==> config.mk <==
export PLATFORM = sky130hd
export DESIGN_NAME = bit_serial_mag_comp
export DESIGN_NICKNAME = d
export VERILOG_FILES = /design/src/rtl/bit_serial_mag_comp.sv
export SDC_FILE = /design/constraint.sdc
export NUM_CORES = 1
export LEC_CHECK = 0
export CAP_MARGIN = 20
export CORE_MARGIN = 2
export CORE_UTILIZATION = 55
export CTS_BUF_LIST = sky130_fd_sc_hd__clkbuf_2
export CTS_CLUSTER_SIZE = 28
export DETAILED_ROUTE_END_ITERATION = 10
export MAX_ROUTING_LAYER = met4
export PLACE_DENSITY = 0.91
export SLEW_MARGIN = 15
export SYNTH_ARGS = -nofsm -noshare
export SYNTH_HDL_FRONTEND = slang
export SYNTH_SLANG_ARGS = --single-unit
==> constraint.sdc <==
create_clock -name clk -period 2.2 [get_ports clk]
set_input_delay 0.44 -clock clk [delete_from_list [all_inputs] [get_ports clk]]
set_output_delay 0.44 -clock clk [all_outputs]
set_load 0.02 [all_outputs]
==> src/rtl/bit_serial_mag_comp.sv <==
// Bit-serial unsigned magnitude comparator: streams operand bit pairs MSB
// first through a 1-bit LT/GT cell and reports a one-hot verdict with done.
module bit_serial_mag_comp #(
    parameter int WIDTH      = 8,
    parameter bit EARLY_EXIT = 1'b1
) (
    input  logic             clk,
    input  logic             rst,
    input  logic             start,
    input  logic [WIDTH-1:0] a,
    input  logic [WIDTH-1:0] b,
    output logic             busy,
    output logic             done,
    output logic             LT,
    output logic             EQ,
    output logic             GT
);

    localparam int CW = $clog2(WIDTH + 1);

    typedef enum logic [1:0] {
        S_IDLE,
        S_RUN,
        S_DONE
    } state_t;

    state_t           state_q, state_d;
    logic [WIDTH-1:0] sa_q, sa_d;
    logic [WIDTH-1:0] sb_q, sb_d;
    logic [CW-1:0]    cnt_q, cnt_d;
    logic             decided_q, decided_d;
    logic             vlt_q, vlt_d;
    logic             vgt_q, vgt_d;
    logic             busy_q, busy_d;
    logic             done_q, done_d;
    logic             lt_q, lt_d;
    logic             eq_q, eq_d;
    logic             gt_q, gt_d;

    logic lt_bit;
    logic gt_bit;
    logic diff_bit;
    logic last_bit;
    logic finish;

    assign lt_bit   = ~sa_q[WIDTH-1] & sb_q[WIDTH-1];
    assign gt_bit   = sa_q[WIDTH-1] & ~sb_q[WIDTH-1];
    assign diff_bit = lt_bit | gt_bit;
    assign last_bit = (cnt_q == CW'(1));
    assign finish   = last_bit
                    | (EARLY_EXIT & ~decided_q & diff_bit);

    always_comb begin
        state_d   = state_q;
        sa_d      = sa_q;
        sb_d      = sb_q;
        cnt_d     = cnt_q;
        decided_d = decided_q;
        vlt_d     = vlt_q;
        vgt_d     = vgt_q;
        busy_d    = busy_q;
        done_d    = 1'b0;
        lt_d      = lt_q;
        eq_d      = eq_q;
        gt_d      = gt_q;

        unique case (state_q)
            S_IDLE, S_DONE: begin
                if (start) begin
                    state_d   = S_RUN;
                    sa_d      = a;
                    sb_d      = b;
                    cnt_d     = CW'(WIDTH);
                    decided_d = 1'b0;
                    vlt_d     = 1'b0;
                    vgt_d     = 1'b0;
                    busy_d    = 1'b1;
                    lt_d      = 1'b0;
                    eq_d      = 1'b0;
                    gt_d      = 1'b0;
                end else begin
                    state_d = S_IDLE;
                    busy_d  = 1'b0;
                end
            end
            S_RUN: begin
                sa_d  = sa_q << 1;
                sb_d  = sb_q << 1;
                cnt_d = cnt_q - CW'(1);
                // Only the first differing bit pair sets the verdict.
                if (!decided_q && diff_bit) begin
                    decided_d = 1'b1;
                    vlt_d     = lt_bit;
                    vgt_d     = gt_bit;
                end
                if (finish) begin
                    state_d = S_DONE;
                    busy_d  = 1'b0;
                    done_d  = 1'b1;
                    lt_d    = vlt_d;
                    gt_d    = vgt_d;
                    eq_d    = ~decided_d;
                end
            end
            default: begin
                state_d = S_IDLE;
                busy_d  = 1'b0;
            end
        endcase
    end

    always_ff @(posedge clk) begin
        if (rst) begin
            state_q   <= S_IDLE;
            sa_q      <= '0;
            sb_q      <= '0;
            cnt_q     <= '0;
            decided_q <= 1'b0;
            vlt_q     <= 1'b0;
            vgt_q     <= 1'b0;
            busy_q    <= 1'b0;
            done_q    <= 1'b0;
            lt_q      <= 1'b0;
            eq_q      <= 1'b0;
            gt_q      <= 1'b0;
        end else begin
            state_q   <= state_d;
            sa_q      <= sa_d;
            sb_q      <= sb_d;
            cnt_q     <= cnt_d;
            decided_q <= decided_d;
            vlt_q     <= vlt_d;
            vgt_q     <= vgt_d;
            busy_q    <= busy_d;
            done_q    <= done_d;
            lt_q      <= lt_d;
            eq_q      <= eq_d;
            gt_q      <= gt_d;
        end
    end

    assign busy = busy_q;
    assign done = done_q;
    assign LT   = lt_q;
    assign EQ   = eq_q;
    assign GT   = gt_q;

endmodule
==> After elaboration in Yosys (flattened, before gate mapping) <==
Index checks and enable logic that the tools add are counted.
{ "word_totals": {"regBits": 30, "latchBits": 0, "mem_bits_rw": 0, "romBits": 0, "inputBits": 19, "output_inout_bits": 5, "word_cells": 63, "mem_count": 0} }
{ "classes": {"add_sub_neg": 1, "n_mul": 0, "div_mod_pow": 0, "n_lt_le_gt_ge": 0, "n_eq_ne": 5, "shift": 0, "muxes": 27, "bitwise_logic": 10, "reduce_logical": 8} }
{ "ops": {"columns": ["op", "n"], "rows": [
  ["one-hot mux 8 bit (2 select lines)", 2],
  ["two-way mux 8 bit", 2],
  ["one-hot mux 1 bit (2 select lines)", 7],
  ["two-way mux 1 bit", 12],
  ["one-hot mux 4 bit (2 select lines)", 1],
  ["NOT 1 bit", 5],
  ["== test 4 x 1 -> 1 bit (second input constant)", 1],
  ["two-way mux 4 bit", 1],
  ["!= test 2 bit (second input constant)", 2],
  ["one-hot mux 2 bit (2 select lines)", 1],
  ["OR reduction 2 bit", 2],
  ["subtractor 4 x 1 -> 4 bit (second input constant)", 1],
  ["AND 1 bit", 3],
  ["AND reduction 3 bit", 1],
  ["== test 2 x 1 -> 1 bit (second input constant)", 1],
  ["== test 2 bit (second input constant)", 1],
  ["logical NOT 2 bit", 1],
  ["two-way mux 2 bit", 1],
  ["OR 1 bit", 2],
  ["AND reduction 2 bit", 1],
  ["nonzero test 2 bit", 1],
  ["logical AND 1 bit", 1],
  ["logical NOT 1 bit", 1]
]} }

==> Depth between registers and ports, before layout <==
Gate-level depths: netlist of run 1.
{ "depth": {"word_depth": 9, "ltp_mapped": 6, "mapped_depth_nobuf": 6} }

==> Least setup slack after synthesis of run 1 <==
Ideal clock, no wire load.
{ "synth_timing": {"path_type": "register to register", "startpoint": "reg sa_q[7]", "endpoint": "reg gt_q (netlist: GT)", "setup_time_ns": 0.133, "t_arrival_ns": 1.347, "required_ns": 2.067, "setup_slack_ns": 0.720, "path_stages_with_launch": 7, "path_buffers": 0, "period_less_slack_ns": 1.480, "path_cell_list": "dfxtp_1 -> inv_1 -> ha_1 -> nor2_4 -> mux2_1 -> nand2_1 -> o32ai_2"} }
{ "synth_between": {"elab_chain_len": 7, "word_cells_on_any_way": 12, "cone_classes": "eq/ne: 1; mux: 3; bitwise: 6; reduce/logical: 2"} }
{ "synth_rtl": {"columns": ["item", "line_no", "text"], "rows": [
  ["start, declared", "28", "logic [WIDTH-1:0] sa_q, sa_d;"],
  ["start signal, assigned", "115", "sa_q <= '0;"],
  ["start signal, assigned", "128", "sa_q <= sa_d;"],
  ["NOT 1 bit", "46", "assign lt_bit = ~sa_q[WIDTH-1] & sb_q[WIDTH-1];"],
  ["AND 1 bit", "46", null],
  ["OR 1 bit", "48", "assign diff_bit = lt_bit | gt_bit;"],
  ["AND 1 bit / logical AND 1 bit (equally long branches)", "51, 91", null],
  ["OR 1 bit / two-way mux 1 bit (equally long branches)", "51, 91", null],
  ["!= test 2 bit (no source line) / two-way mux 1 bit (equally long branches)", null, null],
  ["AND reduction 3 bit (no source line) / one-hot mux 1 bit (2 select lines) (equally long branches)", null, null],
  ["end signal, assigned", "138", "gt_q <= gt_d;"],
  ["end, declared", "38", "logic gt_q, gt_d;"]
]} }
Parallel ways exist; a longest one is shown, timed or not. The select of a mux whose other input is x is not followed.
A chain may end at the register's enable or synchronous reset.

==> Worst setup path after layout of run 1 <==
{ "layout_timing": {"startpoint": "reg busy_q (netlist: busy)", "endpoint": "out busy"} }
{ "layout_rtl": {"columns": ["item", "line_no", "text"], "rows": [
  ["start, declared", "34", "logic busy_q, busy_d;"],
  ["start signal, assigned", "134", "busy_q <= busy_d;"],
  ["end, declared", "12", "output logic busy,"]
]} }
No word-level cell between the ends.

==> summary.txt, run 1 <==
Yosys
  – Average cell area after synthesis: 9.301 um^2
  – Top cells by area in the synthesized netlist: sky130_fd_sc_hd__dfxtp_1 (45%), sky130_fd_sc_hd__a22oi_1 (9.0%), sky130_fd_sc_hd__a21oi_1 (8.7%)
  – Dominant cell by count in the synthesized netlist: sky130_fd_sc_hd__dfxtp_1
  – Syn_nets: roughly 170
  – Cell taking the most area after synthesis: sky130_fd_sc_hd__dfxtp_1
  – Top cells by count, synth: sky130_fd_sc_hd__dfxtp_1 (30), sky130_fd_sc_hd__a21oi_1 (23), sky130_fd_sc_hd__nand2_1 (19), sky130_fd_sc_hd__a22oi_1 (16), sky130_fd_sc_hd__nor2_1 (15)
  – Post-Syn Area: approximately 1300 um^2
  – Number of enable-type register cells in the synthesized netlist: 0
  – Top_reg_cell synth: sky130_fd_sc_hd__dfxtp_1
  – Synth Register Bits: 30
  – Count of mapped cells out of synthesis: ~140
  – Fraction of registers with async set/reset: 0%
  – Sequential-to-total area share from yosys stat: 45.16%
  – Number of different library cells in the post-synthesis netlist: 29
  – Fraction of synthesized cell area taken by the top area cell type: a little under half
  – Syn. warnings: 0

Final layout
  – Area growth from synthesis to final layout: 17.40%
  – Final core utilization: around 70%
  – Net total in the final layout: roughly 190
  – Fraction of final layout cells sized beyond drive strength 1: 10.24%
  – Post-route cell area: 1562 um^2
  – Final Instance Count excl. Fillers: 194
  – Antenna diode instance count: 0
  – Layout fillers: roughly 200

Clock network
  – CTS HTree Levels: 2
  – Post-CTS setup-driven buffer insertion count: 0
  – Clock sink total: 30
  – Number of gates given a new drive strength after cts: 0
  – Clock-pin slew on the worst setup and hold paths: roughly 0.15 ns
  – Clock Tree Root: sky130_fd_sc_hd__clkbuf_2
  – Post-cts hold buffer count: 0
  – Clock insertion delay at the later pin of the skew report: between 0.3 and 0.4 ns
  – Buffer depth of the longest clock path: 2
  – Clock tree from TritonCTS: yes
  – Number of buffers created by CTS: 5

Timing
  – Transition time of the tightest slew-check pin: about 0.4 ns
  – Sum of negative setup slack: 0 ns
  – Tightest slew margin relative to the limit: between 70% and 80%
  – Fmax: about 0.56 GHz
  – Number of hold violations in the final report: 0
  – Unrepaired setup endpoints after global routing: no
  – Part of the cycle the worst path needs: 80.76%
  – Final setup violation count: 0
  – Clock tree skew after final layout: 0.02110 ns
  – Worst setup margin: between 0.4 and 0.5 ns
  – Worst hold margin: ~0.46 ns
  – Final Critical Period: 1.777 ns
  – Final number of max-transition violations: 0

Worst hold path
  – Critical hold path startpoint: sb_q[6]
  – Worst min-delay path category: flop to flop

Power
  – Highest ir drop seen on vdd: between 0.6 and 0.7 mV
  – Post-route total power: approximately 1.1 mW
  – Total power density per cell area: roughly 700 nW/um^2
  – Leakage power total: 0.5648 nW

Die
  – # rows: 17
  – Height of the die: approximately 53 um
  – Area of the die: 2828 um^2
  – Starting density of the core: around three fifths
  – Boundary pin count: 24
  – Width of the chip: 53.18 um
  – CORE AREA: roughly 2300 um^2

Drt
  – Vias per Instance: around 5.6
  – Final WL: roughly 2600 um
  – Total number of vias: 1090
  – DRC viols: 0
  – Routed WL per cell: ~13 um
  – Remaining number of nets flagged by the antenna check after routing: 0
  – Detailed-routing iteration count for the pre-antenna-repair pass: 4
  – DRT iter0 DRCs: 25

GRT
  – Via count of the first global-routing pass: between 1k and 1.5k
  – Overall fraction of global-route tracks in use: 22.43%
  – Maximum number of pins on one net before global-route repair: 24
  – Wire length of the first global-routing pass: 4236 um
  – GR Overflow Total: 0
  – Initial antenna violation count: 0

Placed design
  – Pre-CTS setup slack: roughly 0.36 ns
  – Port Buf Inserts: 23
  – DPL Wire Length: around 1800 um
  – Total instance count after detailed placement: ~190
  – Final weighted congestion in routability-driven placement: between 0.7 and 0.8
  – Post-placement cell area: 1525 um^2

Setup path
  – Count of buffer and inverter cells on the critical path: 1
  – Critical Setup Path Class: flop to output port
  – FF-to-FF Start: sa_q[7]
  – Ordered cell list for the critical path: clkdlybuf4s50_1
  – Worst-path maximum fanout: 2
  – Launching element of the worst setup path: busy
  – Critical path endpoint category: output port
  – Crit path max-delay cell type: sky130_fd_sc_hd__clkdlybuf4s50_1
  – Reg-to-reg setup timing slack: 0.61 ns
  – Cell family with most CP delay: buffers and inverters
  – Required time of the worst setup path: around 1.8 ns
  – Data arrival time of the critical path: around 1.3 ns
  – Crit-path max cell delay: around 0.60 ns
  – Kind of start point of the critical path: flop

Outcome
  – Status: finished clean

Run
  – Number of maximum-capacitance constraint violations: 0
-- placed cells by master (no fill, tap or decap) --
master / Yosys / routed
sky130_fd_sc_hd__nor4_2: 1 / 1
sky130_fd_sc_hd__nor3_1: 3 / 3
sky130_fd_sc_hd__dfxtp_1: 30 / 30
sky130_fd_sc_hd__ha_1: 4 / 4
sky130_fd_sc_hd__buf_4: 2 / 2
sky130_fd_sc_hd__nor2b_2: 1 / 1
sky130_fd_sc_hd__nand2b_4: 1 / 1
sky130_fd_sc_hd__nand2_1: 19 / 19
sky130_fd_sc_hd__o32ai_1: 1 / 1
sky130_fd_sc_hd__o21ai_1: 1 / 1
sky130_fd_sc_hd__inv_1: 5 / 5
sky130_fd_sc_hd__a22oi_1: 16 / 16
sky130_fd_sc_hd__nor3b_2: 1 / 1
sky130_fd_sc_hd__clkbuf_2: 0 / 5
sky130_fd_sc_hd__nor3_4: 1 / 1
sky130_fd_sc_hd__and2b_4: 1 / 1
sky130_fd_sc_hd__and4bb_2: 1 / 1
sky130_fd_sc_hd__o32ai_2: 1 / 1
sky130_fd_sc_hd__mux2_1: 2 / 2
sky130_fd_sc_hd__nor3b_1: 1 / 1
sky130_fd_sc_hd__a211oi_1: 1 / 1
sky130_fd_sc_hd__nor2_4: 1 / 1
sky130_fd_sc_hd__clkdlybuf4s50_1: 0 / 23
sky130_fd_sc_hd__clkinv_1: 0 / 3
sky130_fd_sc_hd__a21oi_1: 23 / 23
sky130_fd_sc_hd__nor2_1: 15 / 15
sky130_fd_sc_hd__nand2b_1: 2 / 2
sky130_fd_sc_hd__nor2_8: 1 / 1
-- logic make-up (layout without fill, tap and decap cells) --
family	after synthesis	in the layout	share of synthesized area, %
flops	30	30	45.16
fa+ha+maj	4	4	3.763
compound gates	43	43	20.51
mux	2	2	1.693
simple gates	49	49	21.07
buf+inv	15	38	7.807
-- sequential cells by signal, indices dropped and copies added (netlist names) --
register,count
sa_q,8
sb_q,8
cnt_q,4
state_q,2
EQ,1
GT,1
LT,1
busy,1
decided_q,1
done,1
vgt_q,1
vlt_q,1
-- final timing paths --
check,endpoint,cells past startpoint
worst min-delay path,sb_q[6],2
worst max register to register,GT,6
worst min register to register,sb_q[6],2
worst max-delay path,busy,1
-- report_power, final --
group          internal (mW)  switching (mW)  total, mW
sequential             0.581          0.0266      0.607
combinational          0.102           0.119      0.221
clock                 0.0677           0.192      0.259
-- layer usage --
layer  global-route usage (%)  vias to the layer above  part of all wire [%]
met5                        -                        -                     0
li1                         -                      539                     -
met3                    8.475                        7                   7.1
met4                    8.974                        0                   1.7
met1                    23.76                      496                    41
met2                    37.71                       48                    51
-- area by class of cell --
type	count	area [um^2]	area share, %
Sequential cell	30	600.6	38.46
Multi-Input combinational cell	98	625.6	40.06
Timing Repair Buffer	25	245.2	15.71
Clock buffer	5	25.02	1.603
Inverter	5	18.77	1.202
Clock inverter	3	11.26	0.7212
Tap cell	28	35.03	2.244
No activity file was read; power rests on OpenSTA's default activity.
==> run 2, diff against run 1 <==
- CORE_UTILIZATION: 55 -> 48
- PLACE_DENSITY: 0.91 -> 0.85
- clock period: 2.2 -> 1.5 ns (I/O delays scaled with it)
==> run 2 against run 1 <==
Against the previous run:
- count of clock-buffer cells in the layout unchanged
- critical path depth increased by 4
- first-iteration DRC count increased by 24%
- sequential power increased by 48%
- cell area increased by 7.7%
- flip-flop and latch count unchanged
- register-to-register slack got worse by 0.58 ns
- combinational power increased by 71%
- non-clock buffer count increased by 6
- critical path type is now flop to flop
- final cell count increased by 4.6%
- sequential share of layout area decreased by 2.5 points
- largest cell class unchanged
==> summary.txt, run 2 (synthesis gave the netlist of run 1 again) <==
Timing
  – Final setup violation count: 0 (unchanged)
  – Part of the cycle the worst path needs: 97.87%
  – Final Critical Period: 1.468 ns
  – Number of hold violations in the final report: 0 (unchanged)
  – Fmax: 0.6812 GHz
  – Worst setup margin: 0.03194 ns (-0.3912 ns)
  – Tightest slew margin relative to the limit: 77.03% (+3.9 points)
  – Transition time of the tightest slew-check pin: 0.3435 ns (-0.05728 ns)
  – Clock tree skew after final layout: 0.01293 ns (-0.008170 ns)
  – Final number of max-transition violations: 0 (unchanged)

Power
  – Leakage power total: 0.6342 nW (+12%)
  – Fraction of power spent switching nets: 30.30% (-0.73 points)
  – Highest ir drop seen on vdd: 0.6616 mV (+10%)
  – Switching power: 496.2 uW (+47%)
  – Total power density per cell area: 973.8 nW/um^2 (+40%)
  – Portion of total power attributed to the clock network: 22.2% (-1.6 points)
  – Combinational Power Share: 23.0% (+2.7 points)
  – Flop pwr share: 54.8% (-1.0 points)
  – Internal cell power: 1.141 mW (+52%)

Final layout
  – Largest registers: sa_q x8, sb_q x8, cnt_q x4
  – Antenna diode instance count: 0 (unchanged)
  – Area growth from synthesis to final layout: 26.43%
  – Most frequent standard cell in the layout excluding fill and tap cells: sky130_fd_sc_hd__dfxtp_1
  – Most frequent cells in the layout: sky130_fd_sc_hd__dfxtp_1 (27), sky130_fd_sc_hd__a21oi_1 (23), sky130_fd_sc_hd__clkdlybuf4s50_1 (18), sky130_fd_sc_hd__nand2_1 (17), sky130_fd_sc_hd__a22oi_1 (16)
  – Final Instance Count excl. Fillers: 203 (+4.6%)
  – Fraction of final layout cells sized beyond drive strength 1: 20.35% (+10 points)
  – Net total in the final layout: 194 (+3.2%)

Clock network
  – Clock tree from TritonCTS: yes
  – Clock Tree Root: sky130_fd_sc_hd__clkbuf_2
  – Number of buffers created by CTS: 5 (unchanged)
  – Post-cts hold buffer count: 0 (unchanged)
  – Buffer depth of the longest clock path: 2 (unchanged)
  – Clock insertion delay at the later pin of the skew report: 0.35 ns (-0.02 ns)
  – Clock sink total: 30 (unchanged)
  – Clock-pin slew on the worst setup and hold paths: 0.15 ns (about the same)
  – CTS HTree Levels: 2 (unchanged)

Die
  – CORE AREA: 2686 um^2 (+19%)
  – Height of the die: 56.64 um (+6.5%)
  – Area of the die: 3208 um^2 (+13%)
  – Starting density of the core: 49.51% (-9.5 points)
  – Width of the chip: 56.64 um (+6.5%)
  – Boundary pin count: 24 (unchanged)
  – # rows: 19 (+2)

Worst hold path
  – Hold path cells: 2 (unchanged)
  – Critical hold path startpoint: sa_q[6]
  – Terminating pin of the worst hold path: sa_q[6]
  – Worst min-delay path category: flop to flop

Drt
  – Remaining number of nets flagged by the antenna check after routing: 0 (unchanged)
  – Wire length the detailed router placed on met1: 1070 um (+0.85%)
  – DRC viols: 0 (unchanged)
  – DRT iter0 DRCs: 31 (+24%)
  – Detailed-routing iteration count for the pre-antenna-repair pass: 4 (unchanged)
  – Detail Route met2 WL: 1404 um (+6.3%)
  – Total number of vias: 1095 (+0.46%)
  – Met3 routed WL: 116 um (-37%)
  – Highest signal layer in the routed design: met4
  – Routed WL per cell: 13.02 um (-3.3%)
  – Vias per Instance: 5.394 (-4.0%)
  – Final WL: 2644 um (+1.2%)

Setup path
  – Ordered cell list for the critical path: ha_4, nor2_4, mux2_4, nand2_2, o32ai_2
  – Crit-path max cell delay: 0.44 ns (-0.16 ns)
  – Capture instance of the worst register-to-register path: GT
  – Crit path max-delay cell type: sky130_fd_sc_hd__dfxtp_1
  – Critical Setup Path Class: flop to flop
  – Reg-to-reg setup timing slack: 0.03 ns (-0.58 ns)
  – Required time of the worst setup path: 1.74 ns (-0.02 ns)
  – Critical path endpoint category: flop
  – Count of cells along the worst register-to-register path: 5 (-1)
  – Data arrival time of the critical path: 1.71 ns (+0.37 ns)
  – Kind of start point of the critical path: flop
  – Worst-path maximum fanout: 4 (+2)
  – FF-to-FF Start: sb_q[7]

Run
  – Number of maximum-capacitance constraint violations: 0 (unchanged)

Placed design
  – Final weighted congestion in routability-driven placement: 0.7906 (+2.0%)
  – Total instance count after detailed placement: 193 (+3.8%)
  – Port Buf Inserts: 23 (unchanged)
  – Pre-CTS setup slack: -0.03630 ns (-0.3959 ns)
  – DPL Wire Length: 1835 um (+0.59%)

GRT
  – Initial antenna violation count: 0 (unchanged)
  – Via count of the first global-routing pass: 1025 (+2.2%)
  – Maximum number of pins on one net before global-route repair: 29 (+21%)
  – Wire length of the first global-routing pass: 4112 um (-2.9%)
  – Overall fraction of global-route tracks in use: 17.14% (-5.3 points)
  – GR Overflow Total: 0 (unchanged)

Outcome
  – Status: finished clean
-- run 2: power by group through the flow --
stage	registers (mW)	logic (mW)	clock network, mW
2_1_floorplan	0.905	0.254	0
3_3_place_gp	0.905	0.340	0
3_5_place_dp	0.909	0.348	0
4_1_cts	0.892	0.353	0.374
5_1_grt	0.905	0.414	0.411
6_report	0.897	0.377	0.363
-- run 2: through the flow --
step / setup TNS [ns] / cell area (um^2) / hold slack, ns / util [%] / power, mW
2_1_floorplan: 0 / 1330 / 0.4322 / - / 1.159
3_5_place_dp: -0.1419 / 1584 / 0.4475 / 58.97 / 1.258
5_1_grt: -0.02546 / 1682 / 0.4893 / 62.60 / 1.730
6_report: 0 / 1682 / 0.4664 / 62.60 / 1.638
4_1_cts: 0 / 1628 / 0.4670 / 60.60 / 1.620
3_3_place_gp: -0.004332 / 1584 / 0.4421 / 58.97 / 1.245
-- run 2: layer usage --
layer | vias up | global-route usage (%)
met4 | 0 | 8.163
li1 | 555 | -
met2 | 26 | 30.40
met3 | 6 | 4.378
met1 | 508 | 17.42
met5 | - | -
-- run 2: how the worst max path moves through the flow --
stage / from / to / slack [ns] / depth (start not counted)
floorplan: sa_q[7] / GT / 0.02 / 6
global placement: start / LT / -0.004 / 5
detailed placement: start / EQ / -0.04 / 5
CTS: sa_q[7] / GT / 0.02 / 6
global route: cnt_q[1] / LT / -0.03 / 6
finish: sb_q[7] / GT / 0.03 / 5
-- run 2: layout make-up --
cell class	instances	area, um^2
clock buffer	5	25.02
clock inverter	3	11.26
fill	229	1005
inverter	5	18.77
multi-input combinational	98	674.4
sequential	30	604.3
tap	31	38.79
timing repair buffer	31	309.0
-- run 2: worst max-delay path: cells and delay by family, from the launching register on --
family	cells	cell delay, ns
AO/OA/AOI/OAI	1	0.07
adder cells (fa/ha/maj)	1	0.24
flip-flops	1	0.44
multiplexers	1	0.33
AND/OR/NAND/NOR	2	0.27
-- run 2: repair_timing --
action,CTS,global route
setup endpoints to repair,9,5
pin swaps,1,4
gates cloned,0,0
gates resized for setup,7,12
buffers inserted,0,2
==> variant: new RTL, flow settings as in run 2 <==
`sa_q` no longer has a reset.
--- a/src/rtl/bit_serial_mag_comp.sv
+++ b/src/rtl/bit_serial_mag_comp.sv
@@ -112,7 +112,6 @@
     always_ff @(posedge clk) begin
         if (rst) begin
             state_q   <= S_IDLE;
-            sa_q      <= '0;
             sb_q      <= '0;
             cnt_q     <= '0;
             decided_q <= 1'b0;
@@ -125,7 +124,6 @@
             gt_q      <= 1'b0;
         end else begin
             state_q   <= state_d;
-            sa_q      <= sa_d;
             sb_q      <= sb_d;
             cnt_q     <= cnt_d;
             decided_q <= decided_d;
@@ -139,6 +137,10 @@
         end
     end
 
+    always_ff @(posedge clk) begin
+        sa_q <= sa_d;
+    end
+
     assign busy = busy_q;
     assign done = done_q;
     assign LT   = lt_q;
Function: no difference found for any inputs over 10 cycles, from zero or initial values and one cycle with rst high; that may be too few to reach the edited logic, so the function may still have changed.
==> variant against run 2 <==
  * The run now ends with setup timing left
  * Sequential cell count stayed put
  * Area after synthesis decreased by 1.0%
  * Power increased by 7.3%
  * Maximum frequency fell by 2.6%
  * Routed wire length up 0.34%
  * Global-route usage increased by 0.85 points
  * Setup slack lost 40 ps
  * Final area up 1.0%
  * Non-clock buffer count is 2 higher
  * Critical path type unchanged
==> variant: results (changes against run 2) <==
status=finished with violations; failing checks=setup timing; largest net degree at the start of global routing=19 (-34%); CP max FO=6 (+2); Synthesized Nets=163 (-1.8%); Inserted Diodes=0 (unchanged); Arr. time, crit path=1810 ps (+100 ps); cells resized by post-CTS repair=6 (-1); Finish-stage setup viols=1 (+1); IO Port Bufs=23 (unchanged); pre-CTS setup slack=2.55 ps (+38.9 ps); total routed wirelength=2650 µm (+0.34%); number of global-route vias before repair=969 (-5.5%); top cells by area, synth=dfxtp_1 33%, edfxtp_1 18%, nand2_1 9.1%; clock latency at the later pin of the worst-skew pair=380 ps (+30 ps); final worst slack=-7.70 ps (-39.6 ps); R2R depth=7 (+2); biggest registers after layout=sa_q: 8 flops, sb_q: 8 flops, cnt_q: 4 flops; gpl congestion=0.730 (-7.7%); Lkg Pwr=0.000693 µW (+9.2%); hold_sp=vlt_q$_SDFFE_PP0P_; synth unique cells=30 (+3.4%); Final #Nets=195 (+0.52%); peak supply drop=662 µV (about the same); Crit Reg-Reg Endpoint=EQ$_SDFFE_PP0P_; Slew Limit Headroom=79.1% (+2.1 points); share of cells above drive strength 1=17.3% (-3.0 points); Post-synth EDFFs=8 (+8); DR iter-0 viols=34 (+9.7%); sequential share of the synthesized area=51.7% (+6.6 points); die footprint=3180 µm² (-0.97%); most common library cells after synthesis=32 x nand2_1, 22 x dfxtp_1, 15 x a21oi_1; Worst path max stage delay=390 ps (-50 ps); total track usage=18.0% (+0.85 points); setup TNS=-7.70 ps (-7.70 ps); vias per cell=5.23 (-3.1%); WHS Endpoint=vlt_q$_SDFFE_PP0P_; Pre-antenna DRT Iters=4 (unchanged); worst-case clock skew=19.3 ps (+6.34 ps); R2R Path Start=sa_q[7]$_DFFE_PP_
variant: worst max-delay path by stage:
stage,startpoint,end,slack (ps),cells after the start
floorplan,sa_q[7]$_DFFE_PP_,GT$_SDFFE_PP0P_,60,6
global route,sa_q[7]$_DFFE_PP_,EQ$_SDFFE_PP0P_,-90,7
global placement,start,sa_q[4]$_DFFE_PP_,20,4
detailed placement,start,sa_q[3]$_DFFE_PP_,3,4
CTS,sa_q[7]$_DFFE_PP_,LT$_SDFFE_PP0P_,9,6
finish,sa_q[7]$_DFFE_PP_,EQ$_SDFFE_PP0P_,-8,7
variant: cells by family after synthesis:
| group | Yosys count | share of synthesized area (%) |
|---|---|---|
| flops | 30 | 51.7 |
| simple gates | 62 | 24.1 |
| fa+ha+maj | 4 | 3.80 |
| compound gates | 28 | 13.2 |
| buf+inv | 14 | 5.42 |
| mux | 2 | 1.71 |
variant: cell type report:
class	count	area, µm²
Fill cell	208	846
Sequential cell	30	681
Multi-Input combinational cell	96	592
Timing Repair Buffer	33	328
Tap cell	30	37.5
Clock buffer	7	35.0
Inverter	6	22.5
Clock inverter	1	3.75
variant: power breakdown:
group | internal (µW) | switching, µW
sequential | 912 | 41.0
combinational | 207 | 206
clock | 125 | 267
variant: metal layers:
metal  GRT usage [%]  wire, µm
met4            10.2        46
met5               -         0
met2            29.1      1350
met1            19.4      1080
met3            5.76       171
variant: per-stage QoR:
step | instances | instance area, µm² | power (µW) | utilization, % | hold WS [ps]
after floorplan | 140 | 1320 | 1200 | - | 417
after global placement | 193 | 1620 | 1330 | 63.7 | 439
after detailed placement | 193 | 1620 | 1350 | 63.7 | 441
after CTS | 201 | 1670 | 1740 | 65.4 | 460
after global routing | 203 | 1700 | 1860 | 66.8 | 487
final | 203 | 1700 | 1760 | 66.8 | 458
